**config.mk**
```make
export PLATFORM = sky130hd
export DESIGN_NAME = fifo_param_flat
export DESIGN_NICKNAME = d
export VERILOG_FILES = /design/src/rtl/fifo_pkg.sv /design/src/rtl/fifo_if.sv /design/src/rtl/fifo_mem_2p.sv /design/src/rtl/fifo_param.sv /design/src/flat_wrapper.sv
export SDC_FILE = /design/constraint.sdc
export NUM_CORES = 1
export LEC_CHECK = 0
export CORE_UTILIZATION = 65
export CTS_CLUSTER_SIZE = 40
export DETAILED_ROUTE_END_ITERATION = 12
export DONT_BUFFER_PORTS = 1
export PLACE_DENSITY = 0.87
export SLEW_MARGIN = 10
export SYNTH_ARGS = -nofsm -noshare
export SYNTH_HDL_FRONTEND = slang
export SYNTH_SLANG_ARGS = --single-unit
export TNS_END_PERCENT = 50
```
**constraint.sdc**
```tcl
create_clock -name clk -period 5.3 [get_ports clk]
set_input_delay 0.53 -clock clk [delete_from_list [all_inputs] [get_ports clk]]
set_output_delay 0.53 -clock clk [all_outputs]
set_load 0.005 [all_outputs]
```
**src/rtl/fifo_pkg.sv**
```systemverilog
// Shared defaults and helpers for the parametrised FIFO.
package fifo_pkg;

   localparam int DEF_DATA_WIDTH = 10;
   localparam int DEF_DEPTH      = 8;
   localparam int DEF_AF_THRESH  = 6;
   localparam int DEF_AE_THRESH  = 1;

   // Constant-evaluable ceil(log2(v)); returns 0 for v <= 1.
   function automatic int clog2(input int v);
      int r;
      r = 0;
      for (int i = 0; i < 32; i++)
         if ((1 << r) < v) r++;
      return r;
   endfunction

endpackage

```
**src/rtl/fifo_if.sv**
```systemverilog
// Producer/consumer handshake bundle for fifo_param; master = client side, slave = FIFO side.
interface fifo_if
   import fifo_pkg::*;
#(
   parameter int DATA_WIDTH = DEF_DATA_WIDTH,
   parameter int DEPTH      = DEF_DEPTH
);
   localparam int ADDR_WIDTH = clog2(DEPTH);

   logic                  wr_en;
   logic [DATA_WIDTH-1:0] data_in;
   logic                  rd_en;
   logic                  err_clr;
   logic [DATA_WIDTH-1:0] data_out;
   logic                  valid;
   logic                  full;
   logic                  empty;
   logic                  almost_full;
   logic                  almost_empty;
   logic [ADDR_WIDTH:0]   count;
   logic                  overflow;
   logic                  underflow;

   modport master (
      output wr_en, data_in, rd_en, err_clr,
      input  data_out, valid, full, empty, almost_full, almost_empty,
             count, overflow, underflow
   );

   modport slave (
      input  wr_en, data_in, rd_en, err_clr,
      output data_out, valid, full, empty, almost_full, almost_empty,
             count, overflow, underflow
   );

endinterface

```
**src/rtl/fifo_mem_2p.sv**
```systemverilog
// Simple dual-port storage: synchronous write, registered read with resettable output.
module fifo_mem_2p
   import fifo_pkg::*;
#(
   parameter int DATA_WIDTH = DEF_DATA_WIDTH,
   parameter int DEPTH      = DEF_DEPTH,
   parameter int ADDR_WIDTH = clog2(DEPTH)
) (
   input  logic                  clk,
   input  logic                  reset,
   input  logic                  we,
   input  logic [ADDR_WIDTH-1:0] waddr,
   input  logic [DATA_WIDTH-1:0] wdata,
   input  logic                  re,
   input  logic [ADDR_WIDTH-1:0] raddr,
   output logic [DATA_WIDTH-1:0] rdata
);

   logic [DATA_WIDTH-1:0] mem [DEPTH];

   // Array itself is not reset so it can map onto RAM macros.
   always_ff @(posedge clk)
      if (we) mem[waddr] <= wdata;

   // Same-address write+read (full FIFO, simultaneous access) returns the old word.
   always_ff @(posedge clk or posedge reset)
      if (reset)   rdata <= '0;
      else if (re) rdata <= mem[raddr];

endmodule

```
**src/rtl/fifo_param.sv**
```systemverilog
// Parametrised synchronous FIFO: pointers, occupancy, flags and error reporting.
// Define FIFO_STICKY_ERR_EN for sticky overflow/underflow cleared by err_clr; otherwise 1-cycle pulses.
module fifo_param
   import fifo_pkg::*;
#(
   parameter int DATA_WIDTH = DEF_DATA_WIDTH,
   parameter int DEPTH      = DEF_DEPTH,
   parameter int AF_THRESH  = DEF_AF_THRESH,
   parameter int AE_THRESH  = DEF_AE_THRESH
) (
   input  logic  clk,
   input  logic  reset,
   fifo_if.slave bus
);

   localparam int ADDR_WIDTH = clog2(DEPTH);
   localparam int CW         = ADDR_WIDTH + 1;

   localparam logic [CW-1:0] FULL_CNT = CW'(DEPTH);
   localparam logic [CW-1:0] AF_CNT   = CW'(AF_THRESH);
   localparam logic [CW-1:0] AE_CNT   = CW'(AE_THRESH);

   logic [ADDR_WIDTH-1:0] wr_ptr, rd_ptr;
   logic [CW-1:0]         count;
   logic                  valid_q;
   logic                  overflow_q, underflow_q;
   logic [DATA_WIDTH-1:0] rdata;

   logic full, empty;
   logic rd_acc, wr_acc;
   logic ovf_evt, unf_evt;

   assign full   = (count == FULL_CNT);
   assign empty  = (count == '0);

   // A full FIFO still takes a write when a read frees a slot in the same cycle;
   // an empty FIFO never forwards the incoming word.
   assign rd_acc = bus.rd_en & ~empty;
   assign wr_acc = bus.wr_en & (~full | rd_acc);

   assign ovf_evt = bus.wr_en & ~wr_acc;
   assign unf_evt = bus.rd_en & ~rd_acc;

   fifo_mem_2p #(
      .DATA_WIDTH (DATA_WIDTH),
      .DEPTH      (DEPTH),
      .ADDR_WIDTH (ADDR_WIDTH)
   ) u_mem (
      .clk   (clk),
      .reset (reset),
      .we    (wr_acc),
      .waddr (wr_ptr),
      .wdata (bus.data_in),
      .re    (rd_acc),
      .raddr (rd_ptr),
      .rdata (rdata)
   );

   always_ff @(posedge clk or posedge reset) begin
      if (reset) begin
         wr_ptr  <= '0;
         rd_ptr  <= '0;
         count   <= '0;
         valid_q <= 1'b0;
      end else begin
         if (wr_acc) wr_ptr <= wr_ptr + 1'b1;
         if (rd_acc) rd_ptr <= rd_ptr + 1'b1;
         case ({wr_acc, rd_acc})
            2'b10:   count <= count + 1'b1;
            2'b01:   count <= count - 1'b1;
            default: count <= count;
         endcase
         valid_q <= rd_acc;
      end
   end

   always_ff @(posedge clk or posedge reset) begin
      if (reset) begin
         overflow_q  <= 1'b0;
         underflow_q <= 1'b0;
      end else begin
`ifdef FIFO_STICKY_ERR_EN
         // A new event wins over a simultaneous clear.
         overflow_q  <= ovf_evt | (overflow_q  & ~bus.err_clr);
         underflow_q <= unf_evt | (underflow_q & ~bus.err_clr);
`else
         overflow_q  <= ovf_evt;
         underflow_q <= unf_evt;
`endif
      end
   end

`ifndef FIFO_STICKY_ERR_EN
   logic unused_err_clr;
   assign unused_err_clr = bus.err_clr;
`endif

   assign bus.data_out     = rdata;
   assign bus.valid        = valid_q;
   assign bus.count        = count;
   assign bus.full         = full;
   assign bus.empty        = empty;
   assign bus.almost_full  = (count >= AF_CNT);
   assign bus.almost_empty = (count <= AE_CNT);
   assign bus.overflow     = overflow_q;
   assign bus.underflow    = underflow_q;

endmodule

```
**src/flat_wrapper.sv**
```systemverilog
// flat-port wrapper written by rule: the top's interface ports become plain ports
module fifo_param_flat import fifo_pkg::*;
#(
   parameter int DATA_WIDTH = DEF_DATA_WIDTH,
   parameter int DEPTH      = DEF_DEPTH,
   parameter int AF_THRESH  = DEF_AF_THRESH,
   parameter int AE_THRESH  = DEF_AE_THRESH
)
  (clk, reset, bus_wr_en, bus_data_in, bus_rd_en, bus_err_clr, bus_data_out, bus_valid, bus_full, bus_empty, bus_almost_full, bus_almost_empty, bus_count, bus_overflow, bus_underflow);
  fifo_if #(.DATA_WIDTH(DATA_WIDTH), .DEPTH(DEPTH)) bus_i ();
  input  logic clk;
  input  logic reset;
  input wire logic [$bits(bus_i.wr_en)-1:0] bus_wr_en;
  input wire logic [$bits(bus_i.data_in)-1:0] bus_data_in;
  input wire logic [$bits(bus_i.rd_en)-1:0] bus_rd_en;
  input wire logic [$bits(bus_i.err_clr)-1:0] bus_err_clr;
  output wire logic [$bits(bus_i.data_out)-1:0] bus_data_out;
  output wire logic [$bits(bus_i.valid)-1:0] bus_valid;
  output wire logic [$bits(bus_i.full)-1:0] bus_full;
  output wire logic [$bits(bus_i.empty)-1:0] bus_empty;
  output wire logic [$bits(bus_i.almost_full)-1:0] bus_almost_full;
  output wire logic [$bits(bus_i.almost_empty)-1:0] bus_almost_empty;
  output wire logic [$bits(bus_i.count)-1:0] bus_count;
  output wire logic [$bits(bus_i.overflow)-1:0] bus_overflow;
  output wire logic [$bits(bus_i.underflow)-1:0] bus_underflow;
  assign bus_i.wr_en = bus_wr_en;
  assign bus_i.data_in = bus_data_in;
  assign bus_i.rd_en = bus_rd_en;
  assign bus_i.err_clr = bus_err_clr;
  assign bus_data_out = bus_i.data_out;
  assign bus_valid = bus_i.valid;
  assign bus_full = bus_i.full;
  assign bus_empty = bus_i.empty;
  assign bus_almost_full = bus_i.almost_full;
  assign bus_almost_empty = bus_i.almost_empty;
  assign bus_count = bus_i.count;
  assign bus_overflow = bus_i.overflow;
  assign bus_underflow = bus_i.underflow;
  fifo_param #(.DATA_WIDTH(DATA_WIDTH), .DEPTH(DEPTH), .AF_THRESH(AF_THRESH), .AE_THRESH(AE_THRESH)) u_core (.clk(clk), .reset(reset), .bus(bus_i));
endmodule
```
==> results of run 1 <==
[worst max-delay path: stages (launching register included)]
cell,delay [ns]
dfrtp_1,0.49
inv_1,0.13
ha_1,0.28
nand3b_1,0.18
o21a_1,0.19
nand2b_1,0.14
nor2_1,0.89
[per-layer routing]
| layer | global-route usage, % | up-vias | wire [um] |
|---|---|---|---|
| met5 | 0 | - | 0 |
| met4 | 8.62 | 0 | 99 |
| met3 | 5.49 | 12 | 372 |
| met2 | 39.5 | 73 | 3860 |
| met1 | 32.5 | 1139 | 3130 |
| li1 | - | 1046 | - |
[logic make-up (layout without fill, tap and decap cells)]
| kind of cell | Yosys count | in the layout | share of synthesized area [%] |
|---|---|---|---|
| AO/OA/AOI/OAI | 29 | 29 | 5.19 |
| XOR/XNOR | 7 | 7 | 1.45 |
| adder cells (fa/ha/maj) | 6 | 6 | 1.78 |
| buffers and inverters | 20 | 24 | 2.20 |
| flip-flops | 103 | 103 | 70.6 |
| multiplexers | 41 | 41 | 9.74 |
| AND/OR/NAND/NOR | 78 | 78 | 8.99 |
[how the worst max path moves through the flow]
stage                        startpoint                endpoint  depth (start not counted)
floorplan           u_core.bus.count[0]  u_core.u_mem.mem[0][0]                          6
global placement    u_core.bus.count[0]  u_core.u_mem.mem[2][1]                          6
detailed placement  u_core.bus.count[0]  u_core.u_mem.mem[2][1]                          6
CTS                 u_core.bus.count[0]  u_core.u_mem.mem[2][2]                          6
global route        u_core.bus.count[0]  u_core.u_mem.mem[2][6]                          6
finish              u_core.bus.count[0]  u_core.u_mem.mem[4][6]                          6
[power by group through the flow]
stage / Combinational [mW] / Clock [mW] / Sequential [mW]
global placement: 0.554 / 0 / 1.24
finish: 0.578 / 0.451 / 1.23
global route: 0.641 / 0.481 / 1.26
detailed placement: 0.579 / 0 / 1.25
CTS: 0.580 / 0.449 / 1.23
floorplan: 0.556 / 0 / 1.12
[cell usage in the layout, fill, tap and decap left out, types with 4 or more instances in the layout]
cell | synthesis | routed
nand3_1 | 10 | 10
a22oi_1 | 20 | 20
nor2_1 | 11 | 11
inv_1 | 5 | 5
dfrtp_1 | 23 | 22
nand2b_1 | 6 | 6
clkbuf_8 | 0 | 10
edfxtp_1 | 80 | 80
mux2i_1 | 41 | 41
xnor2_1 | 5 | 5
ha_1 | 6 | 6
nand2_1 | 34 | 34
nor3_1 | 4 | 4
[through the flow]
step                      cells  setup slack, ns  hold slack, ns  area (sq um)
after global routing        363             2.43           0.221          4440
after CTS                   363             2.57           0.221          4440
after floorplan             284             2.97           0.469          4220
after detailed placement    347             2.59           0.491          4260
after global placement      347             2.72           0.492          4260
final                       363             2.61           0.225          4440
[cell type report]
class / count / area (sq um) / area share [%]
clock buffer: 11 / 141 / 3.18
clock inverter: 5 / 42.5 / 0.958
inverter: 6 / 22.5 / 0.507
multi-input combinational: 161 / 1140 / 25.8
sequential: 103 / 2980 / 67.1
tap: 75 / 93.8 / 2.11
timing repair buffer: 2 / 15.0 / 0.338
[state kept, by name, summed over array words and instances, names as in the netlist]
register and cells:
u_core.bus.valid 1, u_core.u_mem.rdata 10, u_core.u_mem.mem 80, u_core.bus.overflow 1, u_core.bus.count 4, u_core.bus.underflow 1, u_core.wr_ptr 3, u_core.rd_ptr 3
[cells in the mapped netlist, types with 2 or more instances]
master,instances
buf_4,2
xnor2_1,5
nand2b_1,6
edfxtp_1,80
mux2i_1,41
nor2_1,11
nand3b_1,3
and2_1,2
ha_1,6
xor2_1,2
nor3_1,4
a22oi_1,20
dfrtp_1,23
inv_1,5
buf_2,8
nor2b_1,3
o21ai_0,2
clkbuf_1,3
nand2_1,34
nand3_1,10
==> flow_summary.ini, run 1 <==
[logic_synthesis]
synthArstFlopShare_pct = 22.3
yosys.area.top_type_share_pct = 57.0
synth_cell_types = 34
syn_avg_cell_area_sq_um = 14.8
yosysWarnings = 0
yosysSeqAreaShare_pct = 70.6
synth-edff-count = 80
synth.cell_area_sq_um = 4220
yosys.area.top_type = edfxtp_1
syn_inst = 284
syn_nets = 305
synth-seq-cells = 103
synthFlopType = edfxtp_1
yosys-top-cells-area = edfxtp_1, dfrtp_1, mux2i_1

[clock_network]
cts-buffers-inserted = 9
cts.sinks = 103
cts_resized = 0
htree_levels = 3
clk_pin_slew_ns = 0.10
worstSkewPairLatency_ns = 0.36
cts_tree = done
clockBufferDepth = 2
post_cts_buffers = 0
cts_root_buffer = clkbuf_8
cts_hold_buf = 0

[global_routing]
grt_max_degree = 43
grt_pass1_vias = 2230
grt_pass1_wl_um = 11200
overflow = 0
antenna_found_initial = 0
gr-usage-all-layers_pct = 24.3

[pwr]
seqPwrFrac_pct = 54.5
finalPower_mw = 2.26
p_per_area_nw_per_um2 = 509
p_leak_nw = 1.68
clkPwrFrac_pct = 19.9
vdd_ir_drop_max_v = 0.000384
p_comb_share_pct = 25.6
intPower_mw = 1.49
switching_share_pct = 34.1
power.switching_mw = 0.770

[setup_path]
rr_startpoint = u_core.bus.count[0]
worstPathArrival_ns = 2.67
worstSetupPathType = reg2reg
worstReg2RegEnd = u_core.u_mem.mem[4][6]
required_ns = 5.28
start_kind = flop
r2r_setup_slack_ns = 2.61
reg2reg_depth = 6
end_kind = flop
path_max_fanout = 10

[layout]
fin_util_pct = 72.8
n_antenna_cell = 0
fillCellCount = 384
area_growth_pct = 5.31
drive_above_1_share_pct = 7.99
nets = 304

[placed_design]
hpwlAfterDp_um = 4510
portBuffers = 0
gp_congestion = 0.761

[drt]
wire_per_inst_um = 20.6
ant_nets = 0
drt_iter0_markers = 219
vias = 2270
drt_first_pass_iters = 4
viasPerCell = 6.25
drc_errors = 0
finalWirelength_um = 7460

[outcome]
outcome = finished, final reports clean

[worst_hold_path]
hold_start = bus_rd_en
hold_class = in2reg
hold-path-endpoint = u_core.bus.overflow
holdPathStages = 1

[timing]
slew_viol_final = 0
max_freq_ghz = 0.371
finalHoldViolCount = 0
rsz0062_at_grt = false
finalCritPeriodShare_pct = 50.8
fin_crit_ns = 2.69
fin_worst_skew_ns = 0.0130
slew_headroom_pct = 20.3
fin_tns_setup_ns = 0
setup_viol = 0
worstMarginPinSlew_ns = 1.20

[die]
die_y_um = 82.5
die_w_um = 82.5
coreArea_sq_um = 6100
die_area_sq_um = 6810
initial_core_util_pct = 69.2
fp-row-count = 28
ios = 36

[flow_run]
maxCapViolations = 0
No activity file was read; power rests on OpenSTA's default activity.
==> run 2, diff against run 1 <==
--- a/config.mk
+++ b/config.mk
@@ -5,11 +5,11 @@
 export SDC_FILE = /design/constraint.sdc
 export NUM_CORES = 1
 export LEC_CHECK = 0
-export CORE_UTILIZATION = 65
+export CORE_UTILIZATION = 56
 export CTS_CLUSTER_SIZE = 40
 export DETAILED_ROUTE_END_ITERATION = 12
 export DONT_BUFFER_PORTS = 1
-export PLACE_DENSITY = 0.87
+export PLACE_DENSITY = 0.8
 export SLEW_MARGIN = 10
 export SYNTH_ARGS = -nofsm -noshare
 export SYNTH_HDL_FRONTEND = slang
==> constraint.sdc (replaced) <==
create_clock -name clk -period 2.22 [get_ports clk]
set_input_delay 0.222 -clock clk [delete_from_list [all_inputs] [get_ports clk]]
set_output_delay 0.222 -clock clk [all_outputs]
set_load 0.005 [all_outputs]
==> flow_summary.ini, run 2 (same netlist as run 1, synthesis figures left out) <==
[layout]
nets = 341
mostFrequentLayoutCells = edfxtp_1, mux2i_1, nand2_1, buf_4, dfrtp_1
drive_above_1_share_pct = 15.1
final_cells = 424
reg_top3 = u_core.u_mem.mem (80), u_core.u_mem.rdata (10), u_core.bus.count (4)
regMostFlops = u_core.u_mem.mem
largest_reg_flops = 80
layout_commonest_cell = edfxtp_1
area_growth_pct = 13.9
fillCellCount = 514
n_antenna_cell = 0

[clock_network]
cts_hold_buf = 12
cts.sinks = 103
cts_tree = done
cts_root_buffer = clkbuf_8
clk_pin_slew_ns = 0.09
cts_resized = 0
post_cts_buffers = 0
worstSkewPairLatency_ns = 0.35
cts-buffers-inserted = 9
clockBufferDepth = 2
htree_levels = 3

[global_routing]
grt_use_met2_pct = 36.6
overflow = 0
antenna_found_initial = 0
grt_max_degree = 24
grt_pass1_vias = 2307
use_met1_pct = 26.0
grt.met3_usage_pct = 6.16
gr-usage-all-layers_pct = 21.3
busiest_layer = met2
grt_pass1_wl_um = 11700

[die]
initial_core_util_pct = 58.1
die_w_um = 88.8
die_y_um = 88.8
ios = 36
coreArea_sq_um = 7250
fp-row-count = 31
die_area_sq_um = 7880

[placed_design]
dp_cells = 396
hpwlAfterDp_um = 4910
portBuffers = 0
place_ws_ns = 0.343
gp_congestion = 0.771

[setup_path]
worstPathArrival_ns = 1.95
worstSetupPathType = reg2reg
crit_chain = inv_1 -> ha_1 -> nand3b_1 -> o21a_1 -> nand2_1 -> nor3_1 -> buf_4
start_kind = flop
cp_top_family = simple AND/OR/NAND/NOR gates
critical_path_buf_inv_count = 2
end_kind = flop
cpPeakStageDelay_ns = 0.35
required_ns = 2.28
crit_slowest_cell = dfrtp_1
path_max_fanout = 7

[timing]
worstMarginPinSlew_ns = 0.965
fin_crit_ns = 1.89
max_freq_ghz = 0.529
finalHoldViolCount = 0
setup_viol = 0
slew_headroom_pct = 35.6
fin_ws_ns = 0.328
slew_viol_final = 0
rsz0062_at_grt = false
finalCritPeriodShare_pct = 85.2
fin_worst_skew_ns = 0.0103

[pwr]
p_per_area_nw_per_um2 = 1180
p_leak_nw = 1.87
clkPwrFrac_pct = 19.6
vdd_ir_drop_max_v = 0.000735
intPower_mw = 3.81
seqPwrFrac_pct = 48.4
switching_share_pct = 32.9
p_comb_share_pct = 32.0
power.switching_mw = 1.87

[drt]
finalWirelength_um = 7520
drc_errors = 0
wire_per_inst_um = 17.7
drt_first_pass_iters = 4
ant_nets = 0
vias = 2317
viasPerCell = 5.46
drt_iter0_markers = 133

[outcome]
outcome = finished, final reports clean

[flow_run]
maxCapViolations = 0

[worst_hold_path]
hold_class = in2reg
run 2: worst paths after layout:
| kind | from | endpoint | slack [ns] | depth (start not counted) |
|---|---|---|---|---|
| min in group asynchronous | reset | u_core.u_mem.rdata[2] | 0.52 | 2 |
| hold / removal | bus_wr_en | u_core.bus.overflow | 0.01 | 1 |
| setup / recovery | u_core.bus.count[0] | u_core.u_mem.mem[1][6] | 0.33 | 7 |
| setup reg to reg | u_core.bus.count[0] | u_core.u_mem.mem[1][6] | 0.33 | 7 |
| max in group asynchronous | reset | u_core.rd_ptr[0] | 1.05 | 2 |
| hold reg to reg | u_core.u_mem.rdata[8] | u_core.u_mem.rdata[8] | 0.51 | 2 |
run 2: metrics by stage:
stage	setup TNS, ns	hold slack [ns]	power, mW	util [%]	instance area (sq um)
finish	0	0.0149	5.68	66.2	4800
global route	0	0.00220	6.01	66.2	4800
CTS	0	0.00549	5.70	66.2	4800
detailed placement	0	0.297	4.58	61.9	4490
global placement	0	0.294	4.50	61.9	4490
floorplan	-0.900	0.224	4.02	-	4220
run 2: power groups by stage:
stage          sequential, mW  combinational (mW)  clock (mW)
2_1_floorplan            2.69                1.33           0
3_5_place_dp             2.80                1.78           0
6_report                 2.75                1.82        1.11
4_1_cts                  2.76                1.82        1.12
3_3_place_gp             2.78                1.72           0
5_1_grt                  2.81                2.00        1.20
run 2: area by class of cell:
type | instances | area [sq um] | area share, %
Timing Repair Buffer | 39 | 335 | 6.99
Sequential cell | 103 | 2980 | 62.1
Multi-Input combinational cell | 161 | 1150 | 24.0
Inverter | 6 | 22.5 | 0.469
Tap cell | 99 | 124 | 2.58
Clock inverter | 6 | 61.3 | 1.28
Clock buffer | 10 | 128 | 2.66
run 2: metal layers:
metal  wire, um  part of all wire, %
met1       3180                   42
met2       3800                   51
met3        450                  6.0
met4         82                  1.1
met5          0                    0
==> run 3, diff against run 2 <==
--- a/config.mk
+++ b/config.mk
@@ -10,6 +10,7 @@
 export DETAILED_ROUTE_END_ITERATION = 12
 export DONT_BUFFER_PORTS = 1
 export PLACE_DENSITY = 0.8
+export SKIP_CTS_REPAIR_TIMING = 1
 export SLEW_MARGIN = 10
 export SYNTH_ARGS = -nofsm -noshare
 export SYNTH_HDL_FRONTEND = slang
==> flow_summary.ini, run 3 (same netlist as run 1, synthesis figures left out) <==
[timing]
slew_headroom_pct = 36.0
fin_ws_ns = 0.328
setup_viol = 0
fin_crit_ns = 1.89
fin_worst_skew_ns = 0.0134
finalHoldViolCount = 23
whs_ns = -0.0368
fin_tns_setup_ns = 0
max_freq_ghz = 0.529
worstMarginPinSlew_ns = 0.960
slew_viol_final = 0
finalCritPeriodShare_pct = 85.2
rsz0062_at_grt = false

[flow_run]
maxCapViolations = 0

[setup_path]
end_kind = flop
cp_top_family = simple AND/OR/NAND/NOR gates
path_max_fanout = 7
r2r_setup_slack_ns = 0.33
critical_path_buf_inv_count = 2
rr_startpoint = u_core.bus.count[0]
worstSetupPathType = reg2reg
worstPathArrival_ns = 1.95
crit_chain = inv_1 -> ha_1 -> nand3b_1 -> o21a_1 -> nand2_1 -> nor3_1 -> buf_4
start_kind = flop
required_ns = 2.28
crit_slowest_cell = dfrtp_1
worstReg2RegEnd = u_core.u_mem.mem[1][6]
reg2reg_depth = 7
cpPeakStageDelay_ns = 0.35

[layout]
drive_above_1_share_pct = 15.1
design_area_sq_um = 4790
layout_commonest_cell = edfxtp_1
area_growth_pct = 13.6
n_antenna_cell = 0
fin_util_pct = 66.0
regMostFlops = u_core.u_mem.mem
largest_reg_flops = 80
fillCellCount = 516
mostFrequentLayoutCells = edfxtp_1, mux2i_1, nand2_1, buf_4, dfrtp_1
nets = 340
reg_top3 = u_core.u_mem.mem (80), u_core.u_mem.rdata (10), u_core.bus.count (4)
final_cells = 423

[global_routing]
grt_pass1_wl_um = 11200
overflow = 0
grt_max_degree = 24
gr-usage-all-layers_pct = 20.6
antenna_found_initial = 0
grt_pass1_vias = 2219

[placed_design]
place_area_sq_um = 4490
place_ws_ns = 0.343
gp_congestion = 0.771
hpwlAfterDp_um = 4910
portBuffers = 0
dp_cells = 396

[die]
ios = 36
initial_core_util_pct = 58.1
die_w_um = 88.8
coreArea_sq_um = 7250
die_y_um = 88.8
die_area_sq_um = 7880
fp-row-count = 31

[pwr]
switching_share_pct = 32.9
intPower_mw = 3.81
p_leak_nw = 1.87
p_per_area_nw_per_um2 = 1190
power.switching_mw = 1.87
seqPwrFrac_pct = 48.4
vdd_ir_drop_max_v = 0.000741
clkPwrFrac_pct = 19.6
p_comb_share_pct = 32.0
finalPower_mw = 5.69

[clock_network]
cts-buffers-inserted = 9
clockBufferDepth = 2
cts_root_buffer = clkbuf_8
worstSkewPairLatency_ns = 0.36
cts_tree = done
clk_pin_slew_ns = 0.09
htree_levels = 3
cts.sinks = 103

[drt]
vias = 2328
finalWirelength_um = 7570
viasPerCell = 5.50
drt_first_pass_iters = 4
wire_per_inst_um = 17.9
drc_errors = 0
ant_nets = 0
drt_iter0_markers = 121

[worst_hold_path]
hold_class = in2async

[outcome]
outcome = finished, violations left
violations = hold timing
-- run 3: cell count changes in the layout (fill, tap and decap cells not counted), sizes merged --
| cell | previous run | this run |
|---|---|---|
| dlygate4sd3 | 12 | 11 |
-- run 3: layout make-up --
| type | instances | area [sq um] | area share (%) |
|---|---|---|---|
| sequential | 103 | 2980 | 62.2 |
| multi-input combinational | 161 | 1150 | 24.0 |
| timing repair buffer | 38 | 325 | 6.79 |
| clock buffer | 10 | 128 | 2.66 |
| tap | 99 | 124 | 2.59 |
| clock inverter | 6 | 61.3 | 1.28 |
| inverter | 6 | 22.5 | 0.470 |
-- run 3: how the worst max path moves through the flow --
| stage | depth (start not counted) | to | start |
|---|---|---|---|
| floorplan | 6 | u_core.u_mem.mem[1][0] | u_core.bus.count[0] |
| global placement | 7 | u_core.u_mem.mem[1][9] | u_core.bus.count[0] |
| detailed placement | 7 | u_core.u_mem.mem[1][5] | u_core.bus.count[0] |
| CTS | 7 | u_core.u_mem.mem[1][6] | u_core.bus.count[0] |
| global route | 7 | u_core.u_mem.mem[1][6] | u_core.bus.count[0] |
| finish | 7 | u_core.u_mem.mem[1][6] | u_core.bus.count[0] |
-- run 3: layer usage --
| metal | part of all wire (%) | global-route usage (%) |
|---|---|---|
| met1 | 43 | 25.7 |
| met2 | 51 | 34.5 |
| met3 | 4.4 | 6.16 |
| met4 | 1.1 | 6.89 |
| met5 | 0 | 0 |
-- run 3: power by group through the flow --
stage	clock network, mW	logic [mW]	registers (mW)
6_report	1.11	1.82	2.75
5_1_grt	1.20	2.00	2.81
4_1_cts	1.12	1.79	2.76
2_1_floorplan	0	1.33	2.69
3_5_place_dp	0	1.78	2.80
3_3_place_gp	0	1.72	2.78
